### src/rtl/audio_pkg.sv
// Shared audio types: note index, rest marker, half-period table
// and the tone FSM state encoding.
package audio_pkg;

    typedef logic [3:0] note_t;

    localparam note_t REST = 4'hF;

    // Half-period in 50 MHz cycles; the rest slot only keeps the counter bounded
    localparam logic [16:0] HALF_PERIOD [16] = '{
        17'd95556, 17'd85131, 17'd75843, 17'd71586,
        17'd63776, 17'd56818, 17'd50619, 17'd47778,
        17'd42566, 17'd37922, 17'd35793, 17'd31888,
        17'd28409, 17'd25310, 17'd23889, 17'h1FFFF
    };

    typedef enum logic [1:0] {
        S_IDLE = 2'd0,
        S_GAP  = 2'd1,
        S_PLAY = 2'd2
    } state_t;

endpackage

### src/rtl/tone_generator.sv
// Square-wave / PCM tone generator driven by a note sequencer,
// with a short silent gap inserted between distinct notes.
module tone_generator
    import audio_pkg::*;
#(
    parameter int                 GAP_CYCLES = 500000,
    parameter logic signed [15:0] AMPLITUDE  = 16'sd8000
) (
    input  logic               clk,
    input  logic               resetN,
    input  logic [3:0]         frequency,
    input  logic               enable,
    output logic               audio_out,
    output logic signed [15:0] sample,
    output logic               playing
);

    localparam int GW = $clog2(GAP_CYCLES + 1);
    localparam logic [GW-1:0] GAP_LAST = GW'(GAP_CYCLES - 1);

    state_t          state;
    note_t           cur_note;
    logic [16:0]     half_cnt;
    logic [GW-1:0]   gap_cnt;
    logic            phase;
    logic            sounding;
    logic [16:0]     half_last;

    assign half_last = HALF_PERIOD[cur_note] - 17'd1;
    assign sounding  = (state == S_PLAY) && (cur_note != REST);

    always_ff @(posedge clk or negedge resetN) begin
        if (!resetN) begin
            state    <= S_IDLE;
            cur_note <= '0;
            half_cnt <= '0;
            gap_cnt  <= '0;
            phase    <= 1'b0;
        end else begin
            unique case (state)
                S_IDLE: begin
                    if (enable) begin
                        cur_note <= frequency;
                        half_cnt <= '0;
                        phase    <= 1'b1;
                        state    <= S_PLAY;
                    end
                end
                S_PLAY: begin
                    if (!enable) begin
                        state <= S_IDLE;
                    end else if (frequency != cur_note) begin
                        cur_note <= frequency;
                        gap_cnt  <= '0;
                        state    <= S_GAP;
                    end else if (half_cnt == half_last) begin
                        half_cnt <= '0;
                        phase    <= ~phase;
                    end else begin
                        half_cnt <= half_cnt + 17'd1;
                    end
                end
                S_GAP: begin
                    if (!enable) begin
                        state <= S_IDLE;
                    end else if (frequency != cur_note) begin
                        cur_note <= frequency;
                        gap_cnt  <= '0;
                    end else if (gap_cnt == GAP_LAST) begin
                        half_cnt <= '0;
                        phase    <= 1'b1;
                        state    <= S_PLAY;
                    end else begin
                        gap_cnt <= gap_cnt + GW'(1);
                    end
                end
                default: state <= S_IDLE;
            endcase
        end
    end

    always_ff @(posedge clk or negedge resetN) begin
        if (!resetN) begin
            audio_out <= 1'b0;
            sample    <= '0;
            playing   <= 1'b0;
        end else begin
            audio_out <= sounding & phase;
            playing   <= sounding;
            if (!sounding)
                sample <= '0;
            else if (phase)
                sample <= AMPLITUDE;
            else
                sample <= -AMPLITUDE;
        end
    end

endmodule
### config.mk
export PLATFORM = sky130hd
export DESIGN_NAME = tone_generator
export DESIGN_NICKNAME = d
export VERILOG_FILES = /design/src/rtl/audio_pkg.sv /design/src/rtl/tone_generator.sv
export SDC_FILE = /design/constraint.sdc
export NUM_CORES = 1
export LEC_CHECK = 0
export BUFFER_PORTS_ARGS = -buffer_cell sky130_fd_sc_hd__buf_2
export CORE_MARGIN = 2
export CORE_UTILIZATION = 60
export CTS_CLUSTER_SIZE = 25
export DETAILED_ROUTE_END_ITERATION = 7
export PLACE_DENSITY = 0.85
export SYNTH_ARGS = -nofsm -noshare
export SYNTH_HDL_FRONTEND = slang
export SYNTH_SLANG_ARGS = --single-unit
### constraint.sdc
create_clock -name clk -period 5.2 [get_ports clk]
set_input_delay 0.78 -clock clk [delete_from_list [all_inputs] [get_ports clk]]
set_output_delay 0.78 -clock clk [all_outputs]
set_load 0.01 [all_outputs]
==> impl_metrics.env <==
export IMPL_outcome="finished, final reports clean"
export IMPL_num_antenna_cells=0
export IMPL_clock_tree_buffer_depth=2
export IMPL_grt_max_degree=47
export IMPL_max_cap_viol_count=0
export IMPL_clk_pin_slew_ns=0.10
export IMPL_io_buffers=18
export IMPL_synth_top_area_cell="dfrtp_1"
export IMPL_io_pins=25
export IMPL_crit_family="simple AND/OR/NAND/NOR gates"
export IMPL_vdd_ir_drop_max_v=0.000407
export IMPL_avgSynthCellArea_um2=8.36
export IMPL_drcViolationCount=0
export IMPL_post_dp_hpwl_um=6050
export IMPL_drt_wl_total_um=8530
export IMPL_fin_crit_ns=4.67
export IMPL_rsz0062_at_grt="false"
export IMPL_grt_pass1_vias=3123
export IMPL_yosysWarnings=0
export IMPL_final_nets=460
export IMPL_vias=3274
export IMPL_hold_depth=1
export IMPL_cp_arrival_ns=4.88
export IMPL_clock_fmax_mhz=214
export IMPL_wl_per_cell_um=16.5
export IMPL_regToRegSetupSlack_ns=0.53
export IMPL_critPathLaunchType="register"
export IMPL_grt_overflow=0
export IMPL_synth_edf_count=0
export IMPL_power_density_mw_per_mm2=565
export IMPL_tightest_slew_ns=1.07
export IMPL_worstRegToRegCells=14
export IMPL_ctsHoldBuffers=0
export IMPL_initial_core_util_pct=62.7
export IMPL_place_congestion=0.940
export IMPL_rr_endpoint="half_cnt[12]$_DFFE_PN0P_"
export IMPL_post_cts_buffers=0
export IMPL_ys_ff_latch=46
export IMPL_holdCritStartpoint="gap_cnt[4]$_DFFE_PN0P_"
export IMPL_via_per_inst=6.34
export IMPL_hold_path_end="gap_cnt[4]$_DFFE_PN0P_"
export IMPL_crit_fanout=16
export IMPL_leakagePower_nw=1.56
export IMPL_cts_tree="done"
export IMPL_clock_skew_ns=0.0106
export IMPL_synth_cells=447
export IMPL_track_usage_pct=25.4
export IMPL_yosysMostFrequentCell="dfrtp_1"
export IMPL_synth_top_area_share_pct=30.8
export IMPL_worstSetupPathType="register to register"
export IMPL_critPathRequiredTime_ns=5.40
export IMPL_htree_levels=2
export IMPL_setup_violations=0
export IMPL_netlist_area_mm2=0.00373
export IMPL_area_growth_pct=2.41
export IMPL_cts_resized=0
export IMPL_core_area_mm2=0.00596
export IMPL_ys_async_sr_fraction_pct=100
export IMPL_cts_sinks=46
export IMPL_antenna_found_initial=0
export IMPL_rr_startpoint="cur_note[0]$_DFFE_PN0P_"
export IMPL_hold_violations=0
export IMPL_root_buffer="clkbuf_8"
export IMPL_cp_cell_sequence="inv_1, ha_1, or2_2, and3_1, nor2_1, ha_1, or4b_1, a211oi_2, or3b_1, xnor2_1, a211oi_2, a31oi_4, nand3_4, o311ai_1"
export IMPL_synth_main_ff_cell="dfrtp_1"
export IMPL_synthDistinctLibCells=58
export IMPL_drtIter0Drc=194
export IMPL_maxSlewViolCount=0
export IMPL_total_power_w=0.00216
export IMPL_synth_area_top_cells="dfrtp_1 (31%), xnor2_1 (5.2%), nand3_1 (5.0%)"
export IMPL_worstSkewPairLatency_ns=0.31
export IMPL_drtPass1Iterations=8
export IMPL_fp_row_count=28
export IMPL_tns_ns=0
export IMPL_crit_buf_inv=1
export IMPL_yosys_top_cells_count="dfrtp_1 (46), nand2_1 (41), nand3_1 (37)"
export IMPL_die_area_mm2=0.00687
export IMPL_ys_seq_area_share_pct=30.8
export IMPL_drtAntennaViolNets=0
export IMPL_hp_class="register to register"
export IMPL_cts_made_buffers=5
export IMPL_end_kind="register"
export IMPL_die_w_um=82.9
export IMPL_die_h_um=82.9
export IMPL_fin_crit_sh_pct=89.9
export IMPL_grt_first_pass_wirelength_um=14800
export IMPL_drive_above_1_share_pct=11.8
export IMPL_cp_slowest_cell="dfrtp_1"
export IMPL_slowest_delay_ns=0.62
export IMPL_relSlewSlack_pct=28.3
==> how the worst max path moves through the flow <==
stage / start / endpoint / slack (ns) / cells after the start
floorplan: cur_note[0]$_DFFE_PN0P_ / half_cnt[8]$_DFFE_PN0P_ / 1.16 / 17
finish: cur_note[0]$_DFFE_PN0P_ / half_cnt[12]$_DFFE_PN0P_ / 0.53 / 14
CTS: cur_note[0]$_DFFE_PN0P_ / half_cnt[12]$_DFFE_PN0P_ / 0.56 / 14
global route: cur_note[0]$_DFFE_PN0P_ / half_cnt[12]$_DFFE_PN0P_ / 0.19 / 14
global placement: cur_note[0]$_DFFE_PN0P_ / half_cnt[12]$_DFFE_PN0P_ / 0.84 / 14
detailed placement: cur_note[0]$_DFFE_PN0P_ / half_cnt[12]$_DFFE_PN0P_ / 0.59 / 14
==> sequential cells by signal, summed over array words and instances (netlist names) <==
name       flops
gap_cnt       19
half_cnt      17
cur_note       4
sample         2
state          2
audio_out      1
phase          1
==> routing by layer <==
| metal | vias up | routed length [um] | track usage, % |
|---|---|---|---|
| li1 | 1565 | - | - |
| met1 | 1587 | 3780 | 34.4 |
| met2 | 107 | 4170 | 41.1 |
| met3 | 15 | 447 | 4.67 |
| met4 | 0 | 134 | 8.49 |
| met5 | - | 0 | 0 |
==> area by class of cell <==
class	count	area [um^2]
Clock inverter	1	8.76
Inverter	22	82.6
Tap cell	75	93.8
Sequential cell	46	1150
Fill cell	489	2130
Multi-Input combinational cell	345	2290
Timing Repair Buffer	20	105
Clock buffer	7	96.3
==> worst register-to-register path: cells and delay by family (launching register included) <==
kind | cells | cell delay, ns
adder cells (fa/ha/maj) | 2 | 0.56
AO/OA/AOI/OAI | 4 | 1.21
AND/OR/NAND/NOR | 6 | 1.80
flip-flops | 1 | 0.62
buffers and inverters | 1 | 0.18
XOR/XNOR | 1 | 0.21
==> cells by family after synthesis <==
| group | Yosys count | share of synthesized area (%) |
|---|---|---|
| AO/OA/AOI/OAI | 105 | 19.7 |
| buffers and inverters | 61 | 8.44 |
| adder cells (fa/ha/maj) | 13 | 4.36 |
| XOR/XNOR | 32 | 7.50 |
| multiplexers | 11 | 3.72 |
| other | 1 | 0.100 |
| AND/OR/NAND/NOR | 178 | 25.3 |
| flip-flops | 46 | 30.8 |
==> per-stage QoR <==
stage               setup slack (ns)  hold slack (ns)  area, um^2  util [%]  cells
floorplan                       1.16            0.445        3750         -    452
CTS                            0.562            0.495        3820      64.2    516
global placement               0.837            0.476        3720      62.5    508
global route                   0.187            0.530        3820      64.2    516
detailed placement             0.586            0.476        3720      62.5    508
finish                         0.526            0.492        3820      64.2    516
==> cells in the final DEF (no fill, tap or decap), drive strengths merged, types with 5 or more instances in the layout <==
| cell type | Yosys | routed |
|---|---|---|
| dfrtp | 46 | 46 |
| nand2 | 41 | 41 |
| nand3 | 38 | 38 |
| a21oi | 31 | 31 |
| nor2 | 29 | 29 |
| o21ai | 23 | 23 |
| xnor2 | 22 | 22 |
| inv | 21 | 21 |
| buf | 25 | 20 |
| and3 | 13 | 13 |
| ha | 13 | 13 |
| nor3 | 11 | 11 |
| xor2 | 10 | 10 |
| o22ai | 10 | 10 |
| nand2b | 8 | 8 |
| nand4 | 8 | 8 |
| clkbuf | 14 | 7 |
| mux2i | 6 | 6 |
| or3 | 6 | 6 |
| o311ai | 6 | 6 |
| conb | 1 | 6 |
| a31oi | 6 | 6 |
| nor2b | 5 | 5 |
| a211oi | 5 | 5 |
==> where the power goes <==
part           total [W]  switching [W]  internal [W]
Combinational    0.00138       0.000848      0.000529
Sequential      0.000531       0.000116      0.000414
Clock           0.000254       0.000132      0.000122
Total            0.00216        0.00110       0.00107
No activity file was read; power rests on OpenSTA's default activity.
